==> src/rtl/mfsk_demodulator.sv <==
// MFSK demodulator: counts hysteresis zero crossings over a fixed window of valid
// samples, decides the tone index and serialises the symbol MSB first.
module mfsk_demodulator #(
  parameter int ADC_W   = 14,
  parameter int SYM_LEN = 1024,
  parameter int HYST    = 256
) (
  input  logic                    clk,
  input  logic                    reset,
  input  logic signed [ADC_W-1:0] adc_in,
  input  logic                    sample_valid,
  input  logic                    enable,
  input  logic [1:0]              mode,
  output logic [3:0]              sym_data,
  output logic                    sym_valid,
  output logic                    data_out,
  output logic                    bit_valid,
  output logic                    overrange,
  output logic                    no_signal
);

  localparam int CNT_W = $clog2(SYM_LEN);
  localparam int C_W   = CNT_W + 1;
  localparam int RAW_W = C_W - 1;

  localparam logic [CNT_W-1:0]        LAST_IDX = CNT_W'(SYM_LEN - 1);
  localparam logic signed [ADC_W-1:0] HYST_HI  = ADC_W'(HYST);
  localparam logic signed [ADC_W-1:0] HYST_LO  = ADC_W'(-HYST);

  typedef enum logic [1:0] {
    S_IDLE   = 2'd0,
    S_ACQ    = 2'd1,
    S_DECIDE = 2'd2
  } state_t;

  typedef enum logic [1:0] {
    H_UNK = 2'd0,
    H_POS = 2'd1,
    H_NEG = 2'd2
  } hyst_t;

  // Values strictly inside the band keep the previous polarity.
  function automatic hyst_t hyst_step(input hyst_t cur, input logic signed [ADC_W-1:0] x);
    if (x >= HYST_HI) begin
      return H_POS;
    end else if (x <= HYST_LO) begin
      return H_NEG;
    end else begin
      return cur;
    end
  endfunction

  state_t           state_r;
  logic [1:0]       mode_r;
  logic [CNT_W-1:0] cnt_r;
  logic [C_W-1:0]   cross_r;
  hyst_t            hyst_r;
  logic [3:0]       sym_data_r;
  logic             sym_valid_r;
  logic             overrange_r;
  logic             no_signal_r;
  logic             data_out_r;
  logic             bit_valid_r;
  logic [3:0]       ser_sym_r;
  logic [1:0]       ser_idx_r;

  hyst_t            base_hyst_s;
  logic [C_W-1:0]   base_cross_s;
  logic [CNT_W-1:0] base_cnt_s;
  hyst_t            upd_hyst_s;
  logic [C_W-1:0]   upd_cross_s;
  logic [CNT_W-1:0] upd_cnt_s;
  logic             crossing_s;
  logic             last_s;
  logic             dec_fire_s;
  logic [3:0]       m_max_s;
  logic [RAW_W-1:0] raw_s;
  logic [3:0]       dec_sym_s;
  logic             dec_ovr_s;
  logic             dec_nosig_s;
  logic [1:0]       ser_next_idx_s;

  // Window accumulators after applying this cycle's sample; a new window starts from scratch.
  always_comb begin
    base_hyst_s  = H_UNK;
    base_cross_s = '0;
    base_cnt_s   = '0;
    if (state_r == S_ACQ) begin
      base_hyst_s  = hyst_r;
      base_cross_s = cross_r;
      base_cnt_s   = cnt_r;
    end else begin
      base_hyst_s  = H_UNK;
      base_cross_s = '0;
      base_cnt_s   = '0;
    end

    upd_hyst_s  = base_hyst_s;
    upd_cross_s = base_cross_s;
    upd_cnt_s   = base_cnt_s;
    crossing_s  = 1'b0;
    if (sample_valid) begin
      upd_hyst_s = hyst_step(base_hyst_s, adc_in);
      upd_cnt_s  = base_cnt_s + CNT_W'(1);
      crossing_s = ((base_hyst_s == H_POS) && (upd_hyst_s == H_NEG)) ||
                   ((base_hyst_s == H_NEG) && (upd_hyst_s == H_POS));
      if (crossing_s && (base_cross_s != {C_W{1'b1}})) begin
        upd_cross_s = base_cross_s + C_W'(1);
      end else begin
        upd_cross_s = base_cross_s;
      end
    end else begin
      upd_hyst_s  = base_hyst_s;
      upd_cross_s = base_cross_s;
      upd_cnt_s   = base_cnt_s;
    end

    last_s     = (state_r == S_ACQ) && sample_valid && (cnt_r == LAST_IDX);
    dec_fire_s = last_s && enable;
  end

  // Symbol decision from the crossing count including the final sample.
  always_comb begin
    case (mode_r)
      2'b00:   m_max_s = 4'd1;
      2'b01:   m_max_s = 4'd3;
      2'b10:   m_max_s = 4'd7;
      default: m_max_s = 4'd15;
    endcase
    raw_s       = upd_cross_s[C_W-1:1];
    dec_sym_s   = 4'd0;
    dec_ovr_s   = 1'b0;
    dec_nosig_s = 1'b0;
    if (upd_hyst_s == H_UNK) begin
      dec_sym_s   = 4'd0;
      dec_ovr_s   = 1'b0;
      dec_nosig_s = 1'b1;
    end else if (raw_s > RAW_W'(m_max_s)) begin
      dec_sym_s = m_max_s;
      dec_ovr_s = 1'b1;
    end else begin
      dec_sym_s = raw_s[3:0];
      dec_ovr_s = 1'b0;
    end
    ser_next_idx_s = ser_idx_r - 2'd1;
  end

  // Window control FSM and registered decision outputs.
  always_ff @(posedge clk or negedge reset) begin
    if (!reset) begin
      state_r     <= S_IDLE;
      mode_r      <= 2'd0;
      cnt_r       <= '0;
      cross_r     <= '0;
      hyst_r      <= H_UNK;
      sym_data_r  <= 4'd0;
      sym_valid_r <= 1'b0;
      overrange_r <= 1'b0;
      no_signal_r <= 1'b0;
    end else begin
      sym_valid_r <= 1'b0;
      case (state_r)
        S_IDLE, S_DECIDE: begin
          if (enable) begin
            state_r <= S_ACQ;
            mode_r  <= mode;
            cnt_r   <= upd_cnt_s;
            cross_r <= upd_cross_s;
            hyst_r  <= upd_hyst_s;
          end else begin
            state_r <= S_IDLE;
            cnt_r   <= '0;
            cross_r <= '0;
            hyst_r  <= H_UNK;
          end
        end
        S_ACQ: begin
          if (!enable) begin
            state_r <= S_IDLE;
            cnt_r   <= '0;
            cross_r <= '0;
            hyst_r  <= H_UNK;
          end else if (last_s) begin
            state_r     <= S_DECIDE;
            cnt_r       <= '0;
            cross_r     <= '0;
            hyst_r      <= H_UNK;
            sym_data_r  <= dec_sym_s;
            overrange_r <= dec_ovr_s;
            no_signal_r <= dec_nosig_s;
            sym_valid_r <= 1'b1;
          end else begin
            cnt_r   <= upd_cnt_s;
            cross_r <= upd_cross_s;
            hyst_r  <= upd_hyst_s;
          end
        end
        default: begin
          state_r <= S_IDLE;
          cnt_r   <= '0;
          cross_r <= '0;
          hyst_r  <= H_UNK;
        end
      endcase
    end
  end

  // Serialiser: runs to completion independent of enable; index mode_r equals B-1.
  always_ff @(posedge clk or negedge reset) begin
    if (!reset) begin
      bit_valid_r <= 1'b0;
      data_out_r  <= 1'b0;
      ser_sym_r   <= 4'd0;
      ser_idx_r   <= 2'd0;
    end else if (dec_fire_s) begin
      bit_valid_r <= 1'b1;
      data_out_r  <= dec_sym_s[mode_r];
      ser_sym_r   <= dec_sym_s;
      ser_idx_r   <= mode_r;
    end else if (bit_valid_r && (ser_idx_r != 2'd0)) begin
      bit_valid_r <= 1'b1;
      data_out_r  <= ser_sym_r[ser_next_idx_s];
      ser_idx_r   <= ser_next_idx_s;
    end else begin
      bit_valid_r <= 1'b0;
      data_out_r  <= 1'b0;
      ser_idx_r   <= 2'd0;
    end
  end

  assign sym_data  = sym_data_r;
  assign sym_valid = sym_valid_r;
  assign overrange = overrange_r;
  assign no_signal = no_signal_r;
  assign data_out  = data_out_r;
  assign bit_valid = bit_valid_r;

endmodule

==> config.mk <==
export PLATFORM = sky130hd
export DESIGN_NAME = mfsk_demodulator
export DESIGN_NICKNAME = d
export VERILOG_FILES = /design/src/rtl/mfsk_demodulator.sv
export SDC_FILE = /design/constraint.sdc
export NUM_CORES = 1
export LEC_CHECK = 0
export ABC_CLOCK_PERIOD_IN_PS = 3500
export CAP_MARGIN = 10
export CELL_PAD_IN_SITES_DETAIL_PLACEMENT = 1
export CELL_PAD_IN_SITES_GLOBAL_PLACEMENT = 1
export CORE_ASPECT_RATIO = 1.4
export CORE_UTILIZATION = 30
export CTS_BUF_LIST = sky130_fd_sc_hd__clkbuf_2
export CTS_CLUSTER_SIZE = 12
export DETAILED_ROUTE_END_ITERATION = 8
export GPL_TIMING_DRIVEN = 0
export PLACE_DENSITY_LB_ADDON = 0.05
export SLEW_MARGIN = 10
export SYNTH_ARGS = -nofsm -noshare
export SYNTH_HDL_FRONTEND = slang
export SYNTH_SLANG_ARGS = --single-unit
==> constraint.sdc <==
create_clock -name clk -period 3.5 [get_ports clk]
set_clock_uncertainty 0.1 [all_clocks]
set_input_delay 0.7 -clock clk [delete_from_list [all_inputs] [get_ports clk]]
set_output_delay 0.7 -clock clk [all_outputs]
set_load 0.03 [all_outputs]
# Yosys cells after proc, flatten, opt, wreduce, memory -nomap -nowiden
# Cells that the tools add are included.
dict set report word_totals {
  in_bits 20
  output_inout_bits 9
  reg_bits 42
}
dict set report classes {
  n_eq_ne 11
  n_mux 45
  n_addsub 3
  magnitude_cmp 5
  reduce_logical 15
}
# op n
set op_table {}
lappend op_table {{2-to-1 mux 11 bit} 6}
lappend op_table {{2-to-1 mux 10 bit} 5}
lappend op_table {{2-to-1 mux 2 bit} 12}
lappend op_table {{one-hot mux 11 bit (2 select lines)} 1}
lappend op_table {{one-hot mux 10 bit (2 select lines)} 1}
lappend op_table {{greater-or-equal comparator 14 x 10 -> 1 bit, second input constant} 1}
lappend op_table {{less-or-equal comparator 14 x 9 -> 1 bit, second input constant} 1}
lappend op_table {{2-to-1 mux 1 bit} 13}
lappend op_table {{one-hot mux 4 bit (3 select lines)} 1}
lappend op_table {{adder 11 x 1 -> 11 bit, second input constant} 1}
lappend op_table {{inequality test 11 bit, second input constant} 1}
lappend op_table {{adder 10 x 1 -> 10 bit, second input constant} 1}
lappend op_table {{equality test 10 bit, second input constant} 1}
lappend op_table {{greater-than comparator 10 x 4 -> 1 bit} 1}
lappend op_table {{equality test 2 x 1 -> 1 bit, second input constant} 4}
lappend op_table {{equality test 2 bit, second input constant} 4}
lappend op_table {{2-to-1 mux 4 bit} 2}
lappend op_table {{one-hot mux 2 bit (2 select lines)} 2}
lappend op_table {{logical AND 1 bit} 7}
lappend op_table {{zero test 2 bit} 3}
lappend op_table {{less-than comparator 2 x 3 -> 1 bit, second input constant} 2}
lappend op_table {{binary-select mux 1 bit (select 2 bit)} 2}
lappend op_table {{inequality test 3 bit, second input constant} 1}
lappend op_table {{AND reduction 3 bit} 1}
lappend op_table {{other kinds (5)} 5}

# Logic depth before layout (Yosys ltp)
dict set report logic_depth {
  ltp_word 17
  ltp_mapped 18
}

# Worst setup path before layout
# Ideal clock, no wire load.
dict set report synth_timing {
  kind {register -> register}
  start {register state_r[0]}
  end {register ser_sym_r[3]}
  synth_period_minus_slack_ns 3.781
  required_ns 3.323
  stages_incl_launch_ff 18
  slack_ns -0.281
  arrival_time_ns 3.605
  cell_sequence {dfrtp_1 -> nor2b_1 -> clkbuf_1 -> and2_1 -> ha_1 -> nand4_1 -> o31ai_2 -> or2_1 -> nor2_1 -> xnor2_1 -> nor2_1 -> ha_1 -> a21o_1 -> a21oi_1 -> inv_1 -> a21oi_4 -> mux2_4 -> o21ai_1}
}
dict set report synth_via {
  elab_chain_cells 14
  word_cells_on_any_way 26
}
# element line_no
set synth_lines {}
lappend synth_lines {{from (decl)} 53} ;# state_t state_r;
lappend synth_lines {{from (signal assigned)} 151} ;# state_r <= S_IDLE;
lappend synth_lines {{from (signal assigned)} 165} ;# state_r <= S_ACQ;
lappend synth_lines {{from (signal assigned)} 171} ;# state_r <= S_IDLE;
lappend synth_lines {{equality test 2 x 1 -> 1 bit *} {88, 118}}
lappend synth_lines {{branches (longest 13 deep; another with adder 11 x 1 -> 11 bit)} --}
lappend synth_lines {{to (signal assigned)} 218} ;# ser_sym_r <= dec_sym_s;
lappend synth_lines {{to (decl)} 64} ;# logic [3:0] ser_sym_r;
# Every way passes the cells marked *. The select of a mux whose other input is x is not followed.
# A chain may end at the register's enable or synchronous reset.

# Worst setup path after layout
dict set report layout_timing {
  start {register state_r[1]}
  end {register sym_data_r[3] (netlist: sym_data[3])}
}
dict set report layout_via {
  elab_chain_cells 14
  word_cells_on_any_way 26
}
# element line_no
set layout_lines {}
lappend layout_lines {{equality test 2 x 1 -> 1 bit *} {88, 118, 162}}
lappend layout_lines {{branches (longest 13 deep; another with adder 11 x 1 -> 11 bit)} --}
lappend layout_lines {{to (signal assigned)} 188} ;# sym_data_r <= dec_sym_s;
lappend layout_lines {{to (decl)} 58} ;# logic [3:0] sym_data_r;
# Marked as above.

==> results.json <==
{
  "synthArstFlopShare": 1.00,
  "violations": "setup timing",
  "layout-drive-gt1-share": 0.230,
  "grt_pass1_vias": 2242,
  "synth_edf_count": 0,
  "num_vias": 2072,
  "viasPerCell": 4.99,
  "cts_root_buf": "clkbuf_2",
  "crit_path_end": "sym_data[3]",
  "finalHoldViolCount": 0,
  "synth.area.top_cells": "dfrtp_1 46%, nand2_1 5.6%, nor2_1 5.2%",
  "min_period_ps": 3570,
  "cp.required_ps": 3790,
  "fin_hold_ws_ps": 416,
  "grt_overflow_total": 0,
  "fmax_ghz": 0.280,
  "final_nets": 343,
  "hold_path.class": "reg -> reg",
  "drtIter0Drc": 56,
  "insertion_delay_ps": 430,
  "ys_types": 48,
  "arrival_ps": 3860,
  "cap_violations": 0,
  "initial_core_util": 0.312,
  "instances_no_fill": 415,
  "drc": 0,
  "coreArea_um2": 7360,
  "syn_area_um2": 2300,
  "final_cell_mix": "42 x dfrtp_1, 34 x nand2_1, 30 x nor2_1, 29 x buf_4, 18 x clkdlybuf4s50_1",
  "avgSynthCellArea_um2": 9.15,
  "cpMaxStageDelayCell": "dfrtp_1",
  "critPathMostFrequentCell": "a21oi_4",
  "first_pass_iters": 4,
  "antenna_found_initial": 0,
  "final_common_cell": "dfrtp_1",
  "crit_start": "state_r[1]",
  "io_pins": 29,
  "wl_um": 6580,
  "cp-start-kind": "register",
  "cts_buffers": 5,
  "gp_congestion": 0.735,
  "htree_num_levels": 2,
  "end_kind": "register",
  "r2r_slack_ps": -70,
  "hpwlAfterDp_um": 4560,
  "final_antenna_net_count": 0,
  "cts_tree": "built",
  "clkTransAtPathRegs_ps": 270,
  "avgRoutedWirePerCell_um": 15.9,
  "r2r-start": "state_r[1]",
  "criticalPathCategory": "reg -> reg",
  "ys_ff_latch": 42,
  "clockBufferDepth": 2,
  "grt_pass1_wl_um": 11300,
  "grt_setup_unrepaired": "yes",
  "synth_ff_type": "dfrtp_1",
  "slew_headroom": 0.596,
  "slowest_delay_ps": 450,
  "track_usage": 0.182,
  "grt_max_degree": 34,
  "pre_cts_slack_ps": -981,
  "setup_viol_count_final": 6,
  "portBuffers": 27,
  "synth-seq-area-share": 0.458,
  "placedCellCount": 376,
  "yosysTopAreaCell": "dfrtp_1",
  "r2r-end": "sym_data[3]",
  "syn_nets": 277,
  "clock_sinks": 42,
  "pwr_density_cell_nw_per_um2": 268,
  "ir_drop_uv": 117,
  "path_cells": "nor2b_2, clkbuf_8, and2_4, ha_4, nand4_1, o31ai_4, or2_4, nor2_4, xnor2_2, nor2_2, ha_1, a21o_1, a21oi_4, inv_2, a21oi_4, mux2_4, o21ai_1",
  "crit_path_max_fanout": 4,
  "reg2reg_depth": 17,
  "die_w_um": 76.0,
  "netlist.area_leader.share": 0.458,
  "dieHeight_um": 106,
  "worstMarginPinSlew_ps": 602,
  "worst_slack_ps": -67.5,
  "row_count": 37,
  "status": "finished with violations",
  "p_leak_uw": 0.00140,
  "drv_slew": 0,
  "fin_crit_sh": 1.02,
  "die_area_um2": 8020,
  "antenna_cells": 0,
  "syn_inst": 251,
  "yosys_warnings": 0,
  "holdCritStartpoint": "ser_sym_r[3]",
  "area_delta_synth_final_pct": 36.3
}
[report_power, final]
group / internal (uW) / leakage, uW / switching, uW
sequential: 492 / 0.000579 / 6.44
combinational: 42.8 / 0.000800 / 56.9
clock: 51.1 / 0.0000256 / 190
[cells in the mapped netlist (all sizes together), types with 2 or more instances]
cell type / number
nand4: 6
dfrtp: 42
or4: 2
nor3: 2
nand2b: 2
nand2: 34
mux2i: 5
mux2: 2
xnor2: 9
a31oi: 3
o31a: 3
o21ai: 18
nor2: 32
and3: 3
a21oi: 7
nor2b: 3
and2: 5
nor4: 4
ha: 6
or3: 4
and3b: 2
xor2: 3
inv: 15
nand3: 14
o31ai: 2
or2: 3
and4: 3
clkbuf: 6
[state kept, by name (all words and copies together), names as in the netlist, 2 cells and up]
register	count
mode_r	2
sym_data	4
ser_sym_r	4
cnt_r	10
ser_idx_r	2
hyst_r	2
cross_r	11
state_r	2
[cell families after synthesis]
family,synth area share
buffers and inverters,0.0343
AO/OA/AOI/OAI,0.121
AND/OR/NAND/NOR,0.264
adder cells (fa/ha/maj),0.0327
flip-flops,0.458
XOR/XNOR,0.0458
multiplexers,0.0447
[layout make-up]
type                            count  area, um^2
Fill cell                         836        4230
Timing Repair Buffer               59         514
Clock inverter                      3        23.8
Tap cell                           97         121
Multi-Input combinational cell    188        1310
Clock buffer                        5        25.0
Inverter                           15        56.3
Buffer                              6        32.5
Sequential cell                    42        1050
[per-stage QoR]
stage | instance area [um^2] | setup TNS [ps] | util | total power, uW
final | 3130 | -256 | 0.425 | 839
after global routing | 3130 | -1260 | 0.425 | 882
after CTS | 3060 | -273 | 0.416 | 851
after detailed placement | 2720 | -8620 | 0.370 | 593
after global placement | 2710 | -8280 | 0.368 | 590
after floorplan | 2310 | -577 | - | 542
[how the worst min path moves through the flow]
| stage | end | slack (ps) | depth (start not counted) |
|---|---|---|---|
| after floorplan | bit_valid | 300 | 0 |
| after global placement | sym_data[0] | 360 | 2 |
| after detailed placement | ser_sym_r[3] | 380 | 2 |
| after CTS | cnt_r[0] | 420 | 1 |
| after global routing | sym_data[0] | 450 | 2 |
| final | ser_sym_r[3] | 420 | 2 |
[what timing repair did]
item,4_1_cts,5_1_grt
hold buffers,1,0
endpoints found under the hold margin,5,0
gates resized for setup,26,8
pin swaps,18,12
setup endpoints to repair,10,10
buffers inserted,26,4
[worst max-delay path: cells and delay by family (launching register included)]
kind | cells | cell delay, ps
xor+xnor | 1 | 210
buf+inv | 2 | 220
mux | 1 | 350
compound gates | 5 | 1000
simple gates | 6 | 810
flops | 1 | 450
fa+ha+maj | 2 | 430
[per-layer routing]
layer / vias up / wire length [um] / track usage
met5: - / 0 / 0
met1: 1022 / 2700 / 0.203
met4: 0 / 189 / 0.0714
met3: 11 / 146 / 0.0260
met2: 39 / 3550 / 0.343
li1: 1000 / - / -
Power figures use the tool's default switching activity.
